File: config.mk
export PLATFORM = sky130hd
export DESIGN_NAME = uart_cmd_processor
export DESIGN_NICKNAME = d
export VERILOG_FILES = /design/src/rtl/uart_cmd_processor.sv
export SDC_FILE = /design/constraint.sdc
export NUM_CORES = 1
export LEC_CHECK = 0
export ABC_AREA = 1
export ABC_CLOCK_PERIOD_IN_PS = 24400
export BUFFER_PORTS_ARGS = -buffer_cell sky130_fd_sc_hd__buf_4
export CAP_MARGIN = 20
export CORE_MARGIN = 3
export CORE_UTILIZATION = 45
export CTS_CLUSTER_SIZE = 24
export DETAILED_ROUTE_END_ITERATION = 8
export HOLD_SLACK_MARGIN = 0.02
export SLEW_MARGIN = 20
export SYNTH_ARGS = -nofsm -noshare
export SYNTH_HDL_FRONTEND = slang
export SYNTH_SLANG_ARGS = --single-unit
export TNS_END_PERCENT = 1
File: constraint.sdc
create_clock -name i_ref_clk -period 24.4 [get_ports i_ref_clk]
set_input_delay 2.44 -clock i_ref_clk [delete_from_list [all_inputs] [get_ports i_ref_clk]]
set_output_delay 2.44 -clock i_ref_clk [all_outputs]
set_load 0.02 [all_outputs]
File: src/rtl/uart_cmd_processor.sv
// UART-controlled command processor: serial frames drive register-file writes/reads
// and a 16-bit ALU whose results go back out on the serial TX line.
module uart_cmd_processor #(
   parameter int WIDTH        = 8,
   parameter int RF_ADDR_W    = 4,
   parameter int ALU_FUN_W    = 4,
   parameter int CLKS_PER_BIT = 40
) (
   input  logic i_ref_clk,
   input  logic i_rst,
   input  logic i_rx,
   output logic o_tx
);

   localparam int RW = 2 * WIDTH;
   localparam int CW = $clog2(CLKS_PER_BIT);
   localparam logic [CW-1:0] LAST = CW'(CLKS_PER_BIT - 1);
   localparam logic [CW-1:0] HALF = CW'(CLKS_PER_BIT / 2 - 1);

   // ---------------- RX ----------------
   logic             rx_s1, rx_s2, rx_q;
   logic             rx_busy;
   logic [CW-1:0]    rx_cnt;
   logic [3:0]       rx_idx;
   logic [WIDTH:0]   rx_sh;
   logic             rx_valid;
   logic [WIDTH-1:0] rx_data;

   always_ff @(posedge i_ref_clk or negedge i_rst) begin
      if (!i_rst) begin
         rx_s1    <= 1'b1;
         rx_s2    <= 1'b1;
         rx_q     <= 1'b1;
         rx_busy  <= 1'b0;
         rx_cnt   <= '0;
         rx_idx   <= '0;
         rx_sh    <= '0;
         rx_valid <= 1'b0;
         rx_data  <= '0;
      end else begin
         rx_s1    <= i_rx;
         rx_s2    <= rx_s1;
         rx_q     <= rx_s2;
         rx_valid <= 1'b0;
         if (!rx_busy) begin
            if (rx_q && !rx_s2) begin
               rx_busy <= 1'b1;
               rx_cnt  <= '0;
               rx_idx  <= '0;
            end
         end else if (rx_cnt == ((rx_idx == 4'd0) ? HALF : LAST)) begin
            // first wait is half a bit so every later sample lands mid-bit
            rx_cnt <= '0;
            rx_idx <= rx_idx + 4'd1;
            if (rx_idx == 4'd0) begin
               if (rx_s2) rx_busy <= 1'b0;
            end else if (rx_idx <= 4'd9) begin
               rx_sh <= {rx_s2, rx_sh[WIDTH:1]};
            end else begin
               rx_busy <= 1'b0;
               if (rx_s2 && !(^rx_sh)) begin
                  rx_valid <= 1'b1;
                  rx_data  <= rx_sh[WIDTH-1:0];
               end
            end
         end else begin
            rx_cnt <= rx_cnt + 1'b1;
         end
      end
   end

   // ---------------- TX ----------------
   logic             tx_busy;
   logic [CW-1:0]    tx_cnt;
   logic [3:0]       tx_idx;
   logic [WIDTH+2:0] tx_sh;
   logic             tx_last, tx_ready, tx_start;
   logic [WIDTH-1:0] tx_byte;

   // the final cycle of a stop bit counts as idle so frames can run back-to-back
   assign tx_last  = tx_busy && (tx_cnt == LAST) && (tx_idx == 4'd10);
   assign tx_ready = !tx_busy || tx_last;
   assign o_tx     = tx_busy ? tx_sh[0] : 1'b1;

   always_ff @(posedge i_ref_clk or negedge i_rst) begin
      if (!i_rst) begin
         tx_busy <= 1'b0;
         tx_cnt  <= '0;
         tx_idx  <= '0;
         tx_sh   <= '1;
      end else if (tx_start && tx_ready) begin
         tx_busy <= 1'b1;
         tx_cnt  <= '0;
         tx_idx  <= '0;
         tx_sh   <= {1'b1, ^tx_byte, tx_byte, 1'b0};
      end else if (tx_busy) begin
         if (tx_cnt == LAST) begin
            tx_cnt <= '0;
            if (tx_idx == 4'd10) begin
               tx_busy <= 1'b0;
            end else begin
               tx_idx <= tx_idx + 4'd1;
               tx_sh  <= {1'b1, tx_sh[WIDTH+2:1]};
            end
         end else begin
            tx_cnt <= tx_cnt + 1'b1;
         end
      end
   end

   // ---------------- register file / ALU ----------------
   logic [WIDTH-1:0]     rf [0:(1<<RF_ADDR_W)-1];
   logic [RF_ADDR_W-1:0] addr;
   logic [ALU_FUN_W-1:0] func;
   logic [RW-1:0]        snd_buf;
   logic [1:0]           snd_left;
   logic [RW-1:0]        a_x, b_x, alu_res;

   assign a_x = {{WIDTH{1'b0}}, rf[0]};
   assign b_x = {{WIDTH{1'b0}}, rf[1]};

   always_comb begin
      alu_res = '0;
      case (32'(func))
         0:  alu_res = a_x + b_x;
         1:  alu_res = a_x - b_x;
         2:  alu_res = a_x * b_x;
         3:  alu_res = (rf[1] == '0) ? '0 : a_x / b_x;
         4:  alu_res = a_x & b_x;
         5:  alu_res = a_x | b_x;
         6:  alu_res = {{WIDTH{1'b0}}, ~(rf[0] & rf[1])};
         7:  alu_res = {{WIDTH{1'b0}}, ~(rf[0] | rf[1])};
         8:  alu_res = a_x ^ b_x;
         9:  alu_res = {{WIDTH{1'b0}}, ~(rf[0] ^ rf[1])};
         10: alu_res = (rf[0] == rf[1]) ? RW'(1) : '0;
         11: alu_res = (rf[0] >  rf[1]) ? RW'(2) : '0;
         12: alu_res = (rf[0] <  rf[1]) ? RW'(3) : '0;
         13: alu_res = a_x >> 1;
         14: alu_res = a_x << 1;
         default: alu_res = '0;
      endcase
   end

   // ---------------- command FSM ----------------
   typedef enum logic [3:0] {
      IDLE, WR_ADDR, WR_DATA, RD_ADDR, OP_A, OP_B, FUNC, EXEC, SEND
   } state_t;
   state_t state_q, state_d;

   always_ff @(posedge i_ref_clk or negedge i_rst) begin
      if (!i_rst) state_q <= IDLE;
      else        state_q <= state_d;
   end

   always_comb begin
      state_d  = state_q;
      tx_start = 1'b0;
      tx_byte  = snd_buf[WIDTH-1:0];
      case (state_q)
         IDLE: if (rx_valid) begin
            case (rx_data)
               8'hAA:   state_d = WR_ADDR;
               8'hBB:   state_d = RD_ADDR;
               8'hCC:   state_d = OP_A;
               8'hDD:   state_d = FUNC;
               default: state_d = IDLE;
            endcase
         end
         WR_ADDR: if (rx_valid) state_d = WR_DATA;
         WR_DATA: if (rx_valid) state_d = IDLE;
         RD_ADDR: if (rx_valid) state_d = SEND;
         OP_A:    if (rx_valid) state_d = OP_B;
         OP_B:    if (rx_valid) state_d = FUNC;
         FUNC:    if (rx_valid) state_d = EXEC;
         EXEC:    state_d = SEND;
         SEND: begin
            if (snd_left != 2'd0) tx_start = tx_ready;
            else if (tx_last)     state_d  = IDLE;
         end
         default: state_d = IDLE;
      endcase
   end

   always_ff @(posedge i_ref_clk or negedge i_rst) begin
      if (!i_rst) begin
         for (int i = 0; i < (1 << RF_ADDR_W); i++) rf[i] <= '0;
         addr     <= '0;
         func     <= '0;
         snd_buf  <= '0;
         snd_left <= '0;
      end else begin
         case (state_q)
            WR_ADDR: if (rx_valid) addr <= rx_data[RF_ADDR_W-1:0];
            WR_DATA: if (rx_valid) rf[addr] <= rx_data;
            RD_ADDR: if (rx_valid) begin
               snd_buf  <= {{WIDTH{1'b0}}, rf[rx_data[RF_ADDR_W-1:0]]};
               snd_left <= 2'd1;
            end
            OP_A:    if (rx_valid) rf[0] <= rx_data;
            OP_B:    if (rx_valid) rf[1] <= rx_data;
            FUNC:    if (rx_valid) func <= rx_data[ALU_FUN_W-1:0];
            EXEC: begin
               snd_buf  <= alu_res;
               snd_left <= 2'd2;
            end
            SEND: if (tx_start && tx_ready) begin
               snd_buf  <= snd_buf >> WIDTH;
               snd_left <= snd_left - 2'd1;
            end
            default: ;
         endcase
      end
   end

endmodule

After elaboration in Yosys (flattened, before gate mapping):

Index checks and enable logic that the tools add are counted.

* $add $sub $neg: 7
* $mul: 1
* divide/modulo/power cells: 1
* order comparisons: 6
* equality and inequality tests: 42
* muxes and demuxes: 68
* bitwise gates (word level): 13
* reduce and logical (&&, ||, !) cells: 34

Operators with widths (number)
* $pmux W16 S15: 1
* $bwmux W128: 1
* $mux W128: 1
* $mux W4: 16
* $mux W16: 3
* $pmux W16 S3: 1
* $mux W11: 4
* $mux W6: 7
* $eq A4 B4 Y1 const B: 9
* $pmux W4 S9: 1
* $bmux W8 S4: 1
* $demux W8 S4: 1
* $eq A4 B3 Y1 const B: 8
* $eq A8 B8 Y1 const B: 4
* $mux W8: 4
* $pmux W8 S2: 2
* $not A8 Y8: 3
* $ne A2 B2 Y1 const B: 10
* $mux W1: 19
* $and A8 B8 Y8: 2
* $div A8 B8 Y16: 1
* $eq A4 B2 Y1 const B: 4
* $mul A8 B8 Y16: 1
* $or A8 B8 Y8: 2
* other kinds (35): 66

* flip-flop bits (word level): 212
* input bits: 3
* output and inout port bits: 1

Logic depth before layout (Yosys ltp):

Gate-level depths: netlist of the first run.

* depth in word-level cells: 9
* depth in mapped cells: 213
* depth with buffers taken out: 207

Worst setup path before layout of the first run:

OpenSTA, ideal clock, no wires.

* path kind: register -> register
* start point: register rf, in the netlist b_x[2]
* end point: register snd_buf[0]
* data arrival time: 24998 ps
* data required time: 24273 ps
* path slack: -725 ps
* stages on the path, launching flop included: 203
* path buffers: 8
* cells stage by stage: dfrtp_1 > buf_2 > inv_2 > nand3_1 > nor2_2 > nand2_1 > nand2_2 > nand2_1 > inv_1 > ha_1 > o21a_1 > o21ai_2 > nor2_1 > ha_1 > nand2_1 > nand2_1 > or2_2 > nand2_1 > [... 167 more ...] > ha_1 > a21boi_0 > o21a_1 > o21ai_0 > nand2_1 > a21oi_1 > o21bai_1 > a21o_1 > a21oi_1 > nand2_1 > nor2_1 > nand3_1 > nor2_1 > nand2_1 > nand2_1 > nand2_1 > nand2_1 > a21oi_2

* word-level cells in the longest chain between the ends: 4

RTL lines
* start: declaration: line 112 `logic [WIDTH-1:0] rf [0:(1<<RF_ADDR_W)-1];`
* start signal: indexed assignment: line 194 `WR_DATA: if (rx_valid) rf[addr] <= rx_data;`
* $div A8 B8 Y16, or another cell as far along: line 128 `3: alu_res = (rf[1] == '0) ? '0 : a_x / b_x;`
* $mux W16, or another cell as far along: line 128
* $pmux W16 S15 (*): line 124 `case (32'(func))`
* $pmux W16 S3 (*): line 192 `case (state_q)`
* end signal: assignment: line 196 `snd_buf <= {{WIDTH{1'b0}}, rf[rx_data[RF_ADDR_W-1:0]]};`
* end signal: assignment: line 203 `snd_buf <= alu_res;`
* end signal: assignment: line 207 `snd_buf <= snd_buf >> WIDTH;`
* end: declaration: line 115 `logic [RW-1:0] snd_buf;`

Every way passes the cells marked *; elsewhere a longest branch is shown, timed or not.
A chain may end at the register's enable or synchronous reset.

Worst setup path in the final report of the first run:

* start point: register rf, in the netlist a_x[0]
* end point: register snd_buf[0]

* word-level cells in the longest chain between the ends: 5

RTL lines (line)
* parallel branches: the longest is 4 deep, another holds $div A8 B8 Y16
* $pmux W16 S3 (*): 192

Every way passes the cells marked *. The select of a mux whose other input is x is not followed.

==> results of run 1 <==
cells by family (layout without fill, tap and decap cells):
family / after synthesis / in the layout / synth area share (%)
other: 1 / 8 / 0.0203
AOI/OAI and AO/OA: 561 / 561 / 18.1
and+or+nand+nor: 1029 / 1029 / 24.3
muxes: 1 / 1 / 0.0610
DFF: 211 / 211 / 28.7
buffers and inverters: 448 / 584 / 9.32
xor gates and xnor gates: 82 / 82 / 3.89
adders and majority gates: 208 / 208 / 15.6
registers in the layout, indices dropped and copies added (netlist names), 2 cells and up:
| signal | flops |
|---|---|
| tx_idx | 4 |
| snd_buf | 16 |
| state_q | 4 |
| snd_left | 2 |
| tx_sh | 10 |
| a_x | 8 |
| rx_data | 8 |
| tx_cnt | 6 |
| b_x | 8 |
| func | 4 |
| addr | 4 |
| rx_idx | 4 |
| rf | 112 |
| rx_cnt | 6 |
| rx_sh | 9 |
routing by layer:
layer / wire length [um] / GRT usage, % / vias up
met2: 25100 / 40.0 / 451
met5: 0 / 0 / -
li1: - / - / 8651
met1: 25100 / 34.2 / 8171
met4: 1450 / 5.73 / 0
met3: 2620 / 2.96 / 98
metrics by stage:
step	TNS, ps	util [%]	setup WS (ps)	std cells	hold slack [ps]
floorplan	0	-	3.52	2548	345
global placement	-236	49.2	-236	3110	349
detailed placement	-1070	49.2	-1070	3110	351
CTS	0	51.8	9.61	3176	361
global route	-1100	53.6	-1100	3209	361
finish	0	53.6	895	3209	358
worst max path at each step:
stage	start	to	slack, ps	depth (start not counted)
3_3_place_gp	a_x[1]	snd_buf[0]	-240	192
5_1_grt	b_x[1]	snd_buf[0]	-1100	203
6_report	a_x[0]	snd_buf[0]	900	195
2_1_floorplan	a_x[1]	snd_buf[0]	4	205
3_5_place_dp	a_x[1]	snd_buf[0]	-1070	198
4_1_cts	a_x[1]	snd_buf[0]	10	200
cell type report:
type | count | share of cell area (%)
flip-flops and latches | 211 | 24.6
well taps | 525 | 3.05
clock inverters | 8 | 0.372
repair buffers | 166 | 5.87
repair inverters | 2 | 0.0465
inverters | 374 | 6.66
multi-input cells | 1889 | 56.1
clock buffers | 34 | 3.24
worst max-delay path, delay by kind of cell (launching register included):
family                   cells  cell delay [ps]
AO/OA/AOI/OAI               54             7840
AND/OR/NAND/NOR             96             8420
adder cells (fa/ha/maj)     15             4090
XOR/XNOR                     2              380
flip-flops                   1              410
buffers and inverters       28             2150
cell usage after synthesis (all sizes together), types with 4 or more instances:
cell type,count
nor2,212
xnor2,34
or2,15
o22ai,31
nor4,8
a221oi,11
a211oi,9
inv,369
dfrtp,198
o221ai,4
a2bb2oi,4
a22oi,49
buf,17
o31ai,8
o21bai,13
nand2,608
a21oi,107
nand4,24
o21ai,258
ha,170
nand3,126
dfstp,13
o311ai,7
o211ai,6
clkbuf,57
fa,38
a21o,17
clkinv,5
nor3,29
a31oi,10
xor2,48
o21a,6
repair_timing:
item / CTS / global route
cloned: 1 / 1
pin swaps: 17 / 48
setup buffers: 23 / 32
hold endpoints to repair: 0 / 0
resized for setup: 21 / 120
endpoints found under the setup margin: 1 / 2
==> impl_metrics.json, run 1 <==
{
  "multi_input_area_um2": 12100,
  "reg2reg_slack_ps": 900,
  "diodes": 0,
  "max_freq_mhz": 42.5,
  "regArea_um2": 5300,
  "cap_violations": 0,
  "die_w_um": 209,
  "port_buffers": 3,
  "r2r_end": "snd_buf[0]",
  "reg2reg_from": "a_x[0]",
  "ios": 4,
  "clk_latency_ps": 540,
  "grt_max_degree": 88,
  "yosys.area.top_type": "dfrtp_1",
  "ys_types": 69,
  "synth.ff_latch_count": 211,
  "yosys.area.top_type_share_pct": 26.8,
  "worst_slew_pin_slew_ps": 1040,
  "root_buffer": "clkbuf_16",
  "start_util_pct": 46.1,
  "slew_violations": 0,
  "grt_usage_pct": 24.2,
  "rows": 73,
  "final_cell_mix": "nand2_1, inv_1, o21ai_0",
  "syn_area_um2": 18500,
  "hp-class": "reg2reg",
  "layout_min_cycle_time_ps": 23500,
  "nNetsFinal": 2878,
  "synth_area_leaders": "dfrtp_1, nand2_1, ha_1, inv_1, o21ai_0",
  "max_slew_margin_pct": 30.1,
  "grt_pass1_vias": 16660,
  "cts.sinks": 211,
  "cp_max_fo": 7,
  "critical_path_arrival_ps": 23890,
  "hp-start": "rx_s1",
  "fillers": 3824,
  "path_clk_slew_ps": 60,
  "cts-htree-levels": 1,
  "routedWlPerCell_um": 16.9,
  "clockBufferDepth": 3,
  "worstHoldEndpoint": "rx_s2",
  "worst_path_most_repeated_cell": "nand2_1",
  "drive_above_1_share_pct": 15.7,
  "syn_area_per_cell_um2": 7.27,
  "overflow": 0,
  "skew_ps": 31.8,
  "postRouteAntennaNets": 0,
  "drt-total-wl_mm": 54.3,
  "final_cell_area_um2": 21500,
  "cts_tree": "done",
  "slowest_delay_ps": 410,
  "final_common_cell": "nand2_1",
  "ys_seq_area_share_pct": 28.7,
  "area_growth_pct": 16.5,
  "path_class": "reg2reg",
  "synth_edf_count": 0,
  "rsz0062_at_grt": "true",
  "vias": 17371,
  "drc": 0,
  "run_status": "complete, no violations",
  "crit_path_top_delay_cell": "dfrtp_1",
  "hold_buffers": 0,
  "critPathRequiredTime_ps": 24790,
  "min_path_cells": 0,
  "endpoint_kind": "register",
  "first_pass_iters": 5,
  "netlist_instances": 2541,
  "gp_congestion": 0.962,
  "ys_warn_count": 0,
  "setup_viol": 0,
  "die_area_um2": 43500,
  "die_y_um": 209,
  "antenna_found_initial": 0,
  "fin_crit_sh_pct": 96.3,
  "drtIter0Drc": 1266,
  "place_area_um2": 19700,
  "finalHoldViolCount": 0,
  "synthArstFlopShare_pct": 100,
  "cp-start-kind": "register",
  "via_per_inst": 5.41,
  "hpwl_mm": 39.5,
  "yosys_most_used_dff": "dfrtp_1",
  "core_region_area_um2": 40100,
  "worst-r2r-cell-count": 195,
  "grt_first_pass_wirelength_mm": 86.8,
  "cts_buffers": 23
}
Power of run 1 is not shown: default switching activity piles up to over one toggle a cycle in this logic, so the estimate is an artifact.
==> run 2, diff against run 1 <==
--- a/config.mk
+++ b/config.mk
@@ -9,6 +9,7 @@
 export ABC_CLOCK_PERIOD_IN_PS = 24400
 export BUFFER_PORTS_ARGS = -buffer_cell sky130_fd_sc_hd__buf_4
 export CAP_MARGIN = 20
+export CORE_ASPECT_RATIO = 0.9
 export CORE_MARGIN = 3
 export CORE_UTILIZATION = 45
 export CTS_CLUSTER_SIZE = 24
==> run 2 against run 1 <==
  * Worst setup slack worse by 25 ps
  * Global-route usage rose by 0.70 points
  * Critical path depth stayed put
  * Sequential cell count is the same
  * Cell count is 0.34% higher
  * Register-to-register slack got worse by 20 ps
  * Non-clock buffer count rose by 7
  * Core utilization rose by 0.49 points
==> impl_metrics.json, run 2 (same netlist as run 1, synthesis figures left out) <==
{
  "run_status": "complete, no violations",
  "worst_slew_pin_slew_ps": 1000,
  "root_buffer": "clkbuf_16",
  "clockBufferDepth": 3,
  "largest_reg_flops": 112,
  "multi_input_area_um2": 12100,
  "top_regs": "rf (112), snd_buf (16), tx_sh (10)",
  "instances_no_fill": 3220,
  "diodes": 0,
  "post-route-util_pct": 54.1,
  "start_util_pct": 46.2,
  "dp_cells": 3115,
  "worst_path_most_repeated_cell": "nand2_1",
  "path_clk_slew_ps": 60,
  "hpwl_mm": 39.5,
  "routedWlPerCell_um": 17.0,
  "cts_buffers": 22,
  "regMostFlops": "rf",
  "nNetsFinal": 2883,
  "critical_path_arrival_ps": 23920,
  "grt_max_degree": 75,
  "hold_buffers": 0,
  "port_buffers": 3,
  "postRouteAntennaNets": 0,
  "max_freq_mhz": 42.5,
  "final_common_cell": "nand2_1",
  "fillers": 3757,
  "grt_usage_pct": 24.9,
  "first_pass_iters": 6,
  "gp_congestion": 0.956,
  "skew_ps": 33.3,
  "cts_tree": "done",
  "clk_latency_ps": 540,
  "drtIter0Drc": 1248,
  "area_growth_pct": 17.2,
  "crit_path_top_delay_cell": "dfrtp_1",
  "setup_viol": 0,
  "drt-total-wl_mm": 54.7,
  "critPathRequiredTime_ps": 24790,
  "drive_above_1_share_pct": 16.4,
  "via_per_inst": 5.42,
  "cap_violations": 0,
  "setup_ws_ps": 871,
  "cp_max_fo": 12,
  "hp-class": "reg2reg",
  "die_area_um2": 43500,
  "slowest_delay_ps": 370,
  "finalHoldViolCount": 0,
  "cp-start-kind": "register",
  "overflow": 0,
  "post-place-ws_ps": -1080,
  "endpoint_kind": "register",
  "die_y_um": 198,
  "path_class": "reg2reg",
  "core_region_area_um2": 40000,
  "drc": 0,
  "antenna_found_initial": 1,
  "regArea_um2": 5300,
  "die_w_um": 220,
  "final_cell_mix": "nand2_1, inv_1, o21ai_0",
  "cts-htree-levels": 1,
  "cts.sinks": 211,
  "slew_violations": 0,
  "rsz0062_at_grt": "true",
  "ios": 4,
  "rows": 69,
  "fin_crit_sh_pct": 96.4,
  "layout_min_cycle_time_ps": 23530,
  "vias": 17440,
  "grt_pass1_vias": 16399,
  "grt_first_pass_wirelength_mm": 87.4,
  "max_slew_margin_pct": 32.9
}
## run 2: critical path, delay by kind of cell (launching register included)
kind	cells	cell delay, ps
and+or+nand+nor	92	8720
adders and majority gates	15	3710
DFF	1	370
xor gates and xnor gates	2	430
AOI/OAI and AO/OA	53	7340
buffers and inverters	33	2800
## run 2: repair_timing
| item | CTS | global route |
|---|---|---|
| hold endpoints to repair | 0 | 0 |
| gates cloned | 0 | 1 |
| setup buffers | 14 | 50 |
| pin swaps | 11 | 59 |
| endpoints found under the setup margin | 1 | 2 |
| gates resized for setup | 21 | 132 |
## run 2: per-layer routing
metal / wire [um] / vias up / share of wire, % / GRT usage (%)
met4: 978 / 2 / 1.8 / 4.99
met3: 2820 / 82 / 5.2 / 2.99
met2: 23800 / 416 / 44 / 38.0
met5: 56 / - / 0.10 / 0
met1: 27000 / 8288 / 49 / 38.1
li1: - / 8652 / - / -
## run 2: through the flow
stage / cell area (um2) / setup TNS, ps / hold WS (ps)
2_1_floorplan: 18500 / 0 / 345
3_3_place_gp: 19700 / -109 / 348
3_5_place_dp: 19700 / -1080 / 356
4_1_cts: 20700 / 0 / 365
5_1_grt: 21600 / -935 / 367
6_report: 21600 / 0 / 361
## run 2: cell type report
type | count | share of cell area (%)
multi-input combinational | 1889 | 56.0
sequential | 211 | 24.5
inverter | 374 | 6.61
timing repair buffer | 173 | 6.14
tap | 532 | 3.08
clock buffer | 29 | 2.90
clock inverter | 11 | 0.763
timing repair inverter | 1 | 0.0405
## run 2: final timing paths
path / from / to / slack, ps / depth (start not counted)
max in group asynchronous: i_rst / tx_idx[3] / 21100 / 2
setup / recovery: b_x[0] / snd_buf[0] / 870 / 195
hold reg to reg: rx_s1 / rx_s2 / 360 / 0
hold / removal: rx_s1 / rx_s2 / 360 / 0
setup reg to reg: b_x[0] / snd_buf[0] / 870 / 195
min in group asynchronous: i_rst / rf[33] / 1910 / 1
Power of run 2 is left out for the same reason.
==> run 3, diff against run 2 <==
--- a/config.mk
+++ b/config.mk
@@ -5,7 +5,6 @@
 export SDC_FILE = /design/constraint.sdc
 export NUM_CORES = 1
 export LEC_CHECK = 0
-export ABC_AREA = 1
 export ABC_CLOCK_PERIOD_IN_PS = 24400
 export BUFFER_PORTS_ARGS = -buffer_cell sky130_fd_sc_hd__buf_4
 export CAP_MARGIN = 20
==> run 3 against run 2 <==
  * The flow now finishes with violations (setup timing)
  * Sequential cell count unchanged
  * Global-route usage down 0.22 points
  * Critical path depth down 51
  * Highest routed layer is now met4
==> impl_metrics.json, run 3 <==
{
  "critical_path_arrival_ps": 26740,
  "drive_above_1_share_pct": 33.5,
  "yosys.area.top_type_share_pct": 26.2,
  "syn_area_per_cell_um2": 9.15,
  "critPathRequiredTime_ps": 24760,
  "hold_buffers": 0,
  "multi_input_area_um2": 13800,
  "gp_congestion": 0.886,
  "grt_usage_pct": 24.7,
  "vias": 17341,
  "die_area_um2": 44500,
  "setup_ws_ps": -1970,
  "hpwl_mm": 39.7,
  "synth_area_leaders": "dfrtp_1, ha_1, mux2_2, mux4_2, nand2_1",
  "synth_most_common_cell": "nand2_1",
  "cap_violations": 0,
  "diodes": 0,
  "hp-class": "reg2reg",
  "fillers": 3507,
  "drc": 0,
  "area_growth_pct": 26.7,
  "max_freq_mhz": 37.9,
  "ios": 4,
  "clockBufferDepth": 3,
  "top_regs": "rf (112), snd_buf (16), tx_sh (10)",
  "path_class": "reg2reg",
  "start_util_pct": 46.0,
  "grt_pass1_vias": 16799,
  "yosys.area.top_type": "dfrtp_1",
  "die_y_um": 200,
  "layout_min_cycle_time_ps": 26370,
  "drt-total-wl_mm": 57.3,
  "cts_tree": "done",
  "grt_first_pass_wirelength_mm": 90.1,
  "skew_ps": 14.1,
  "worst_slew_pin_slew_ps": 1100,
  "antenna_found_initial": 0,
  "root_buffer": "clkbuf_16",
  "regMostFlops": "rf",
  "ys_warn_count": 0,
  "synth.ff_latch_count": 211,
  "rows": 70,
  "yosys_most_used_dff": "dfrtp_1",
  "run_status": "finished with violations",
  "instances_no_fill": 2951,
  "regArea_um2": 5300,
  "dp_cells": 2793,
  "path_clk_slew_ps": 80,
  "overflow": 0,
  "routedWlPerCell_um": 19.4,
  "via_per_inst": 5.88,
  "postRouteAntennaNets": 0,
  "cp-start-kind": "register",
  "violations": "setup timing",
  "die_w_um": 222,
  "synth_edf_count": 0,
  "first_pass_iters": 6,
  "fin_crit_sh_pct": 108,
  "slew_violations": 0,
  "final_common_cell": "buf_4",
  "nNetsFinal": 2608,
  "slowest_delay_ps": 510,
  "core_region_area_um2": 41100,
  "grt_max_degree": 82,
  "place_area_um2": 21700,
  "setup_viol": 1,
  "cts.sinks": 211,
  "worst_path_most_repeated_cell": "buf_4",
  "tns_ps": -1970,
  "ys_types": 100,
  "netlist_instances": 2064,
  "crit_path_top_delay_cell": "or4_4",
  "synth_commonest_cells": "nand2_1, dfrtp_1, nor2_1",
  "clk_latency_ps": 520,
  "cts_buffers": 20,
  "cp_max_fo": 7,
  "final_cell_area_um2": 23900,
  "syn_area_um2": 18900,
  "ys_seq_area_share_pct": 28.0,
  "port_buffers": 3,
  "finalHoldViolCount": 0,
  "synthArstFlopShare_pct": 100,
  "endpoint_kind": "register",
  "drtIter0Drc": 1431,
  "cts-htree-levels": 1,
  "rsz0062_at_grt": "true",
  "max_slew_margin_pct": 26.2,
  "final_cell_mix": "buf_4, nand2_1, dfrtp_1",
  "largest_reg_flops": 112
}
[run 3: layout make-up]
type                       count  share of cell area (%)
multi-input combinational   1651                    57.6
timing repair buffer         403                    12.8
inverter                     110                    1.76
clock inverter                11                   0.601
sequential                   211                    22.1
tap                          540                    2.82
clock buffer                  25                    2.29
[run 3: routing by layer]
| layer | vias up | global-route usage [%] | wire [um] |
|---|---|---|---|
| met4 | 0 | 6.12 | 1560 |
| li1 | 8167 | - | - |
| met2 | 506 | 38.7 | 25800 |
| met5 | - | 0 | 0 |
| met1 | 8553 | 35.8 | 26500 |
| met3 | 115 | 4.12 | 3390 |
[run 3: cells by family after synthesis]
group	Yosys count	synth area share, %
buffers and inverters	209	4.24
and+or+nand+nor	666	16.4
adders and majority gates	208	15.3
other	1	0.0198
muxes	210	14.9
xor gates and xnor gates	72	3.34
DFF	211	28.0
AOI/OAI and AO/OA	487	17.8
[run 3: worst paths after layout]
| kind | start | end | slack (ps) | cells past startpoint |
|---|---|---|---|---|
| setup / recovery | b_x[0] | snd_buf[0] | -1970 | 144 |
| hold / removal | rx_s1 | rx_s2 | 360 | 0 |
| setup reg to reg | b_x[0] | snd_buf[0] | -1970 | 144 |
| hold reg to reg | rx_s1 | rx_s2 | 360 | 0 |
| max in group asynchronous | i_rst | rf[8] | 20220 | 3 |
| min in group asynchronous | i_rst | rf[52] | 1890 | 1 |
[run 3: what timing repair did]
action,in CTS,in global routing
gates resized for setup,54,68
setup buffers,85,39
pin swaps,66,110
endpoints found under the setup margin,1,2
[run 3: critical path: cells and delay by family, from the launching register on]
family	cells	cell delay [ps]
DFF	1	390
and+or+nand+nor	25	4480
AOI/OAI and AO/OA	58	10820
adders and majority gates	13	3400
muxes	7	1950
buffers and inverters	41	5170
[run 3: per-stage QoR]
step | setup slack, ps | util, % | hold WS (ps)
floorplan | -2130 | - | 345
global placement | -934 | 52.8 | 351
detailed placement | -1680 | 52.8 | 350
CTS | -1180 | 56.6 | 364
global route | -3070 | 58.3 | 370
finish | -1970 | 58.3 | 363
Power of run 3 is left out for the same reason.
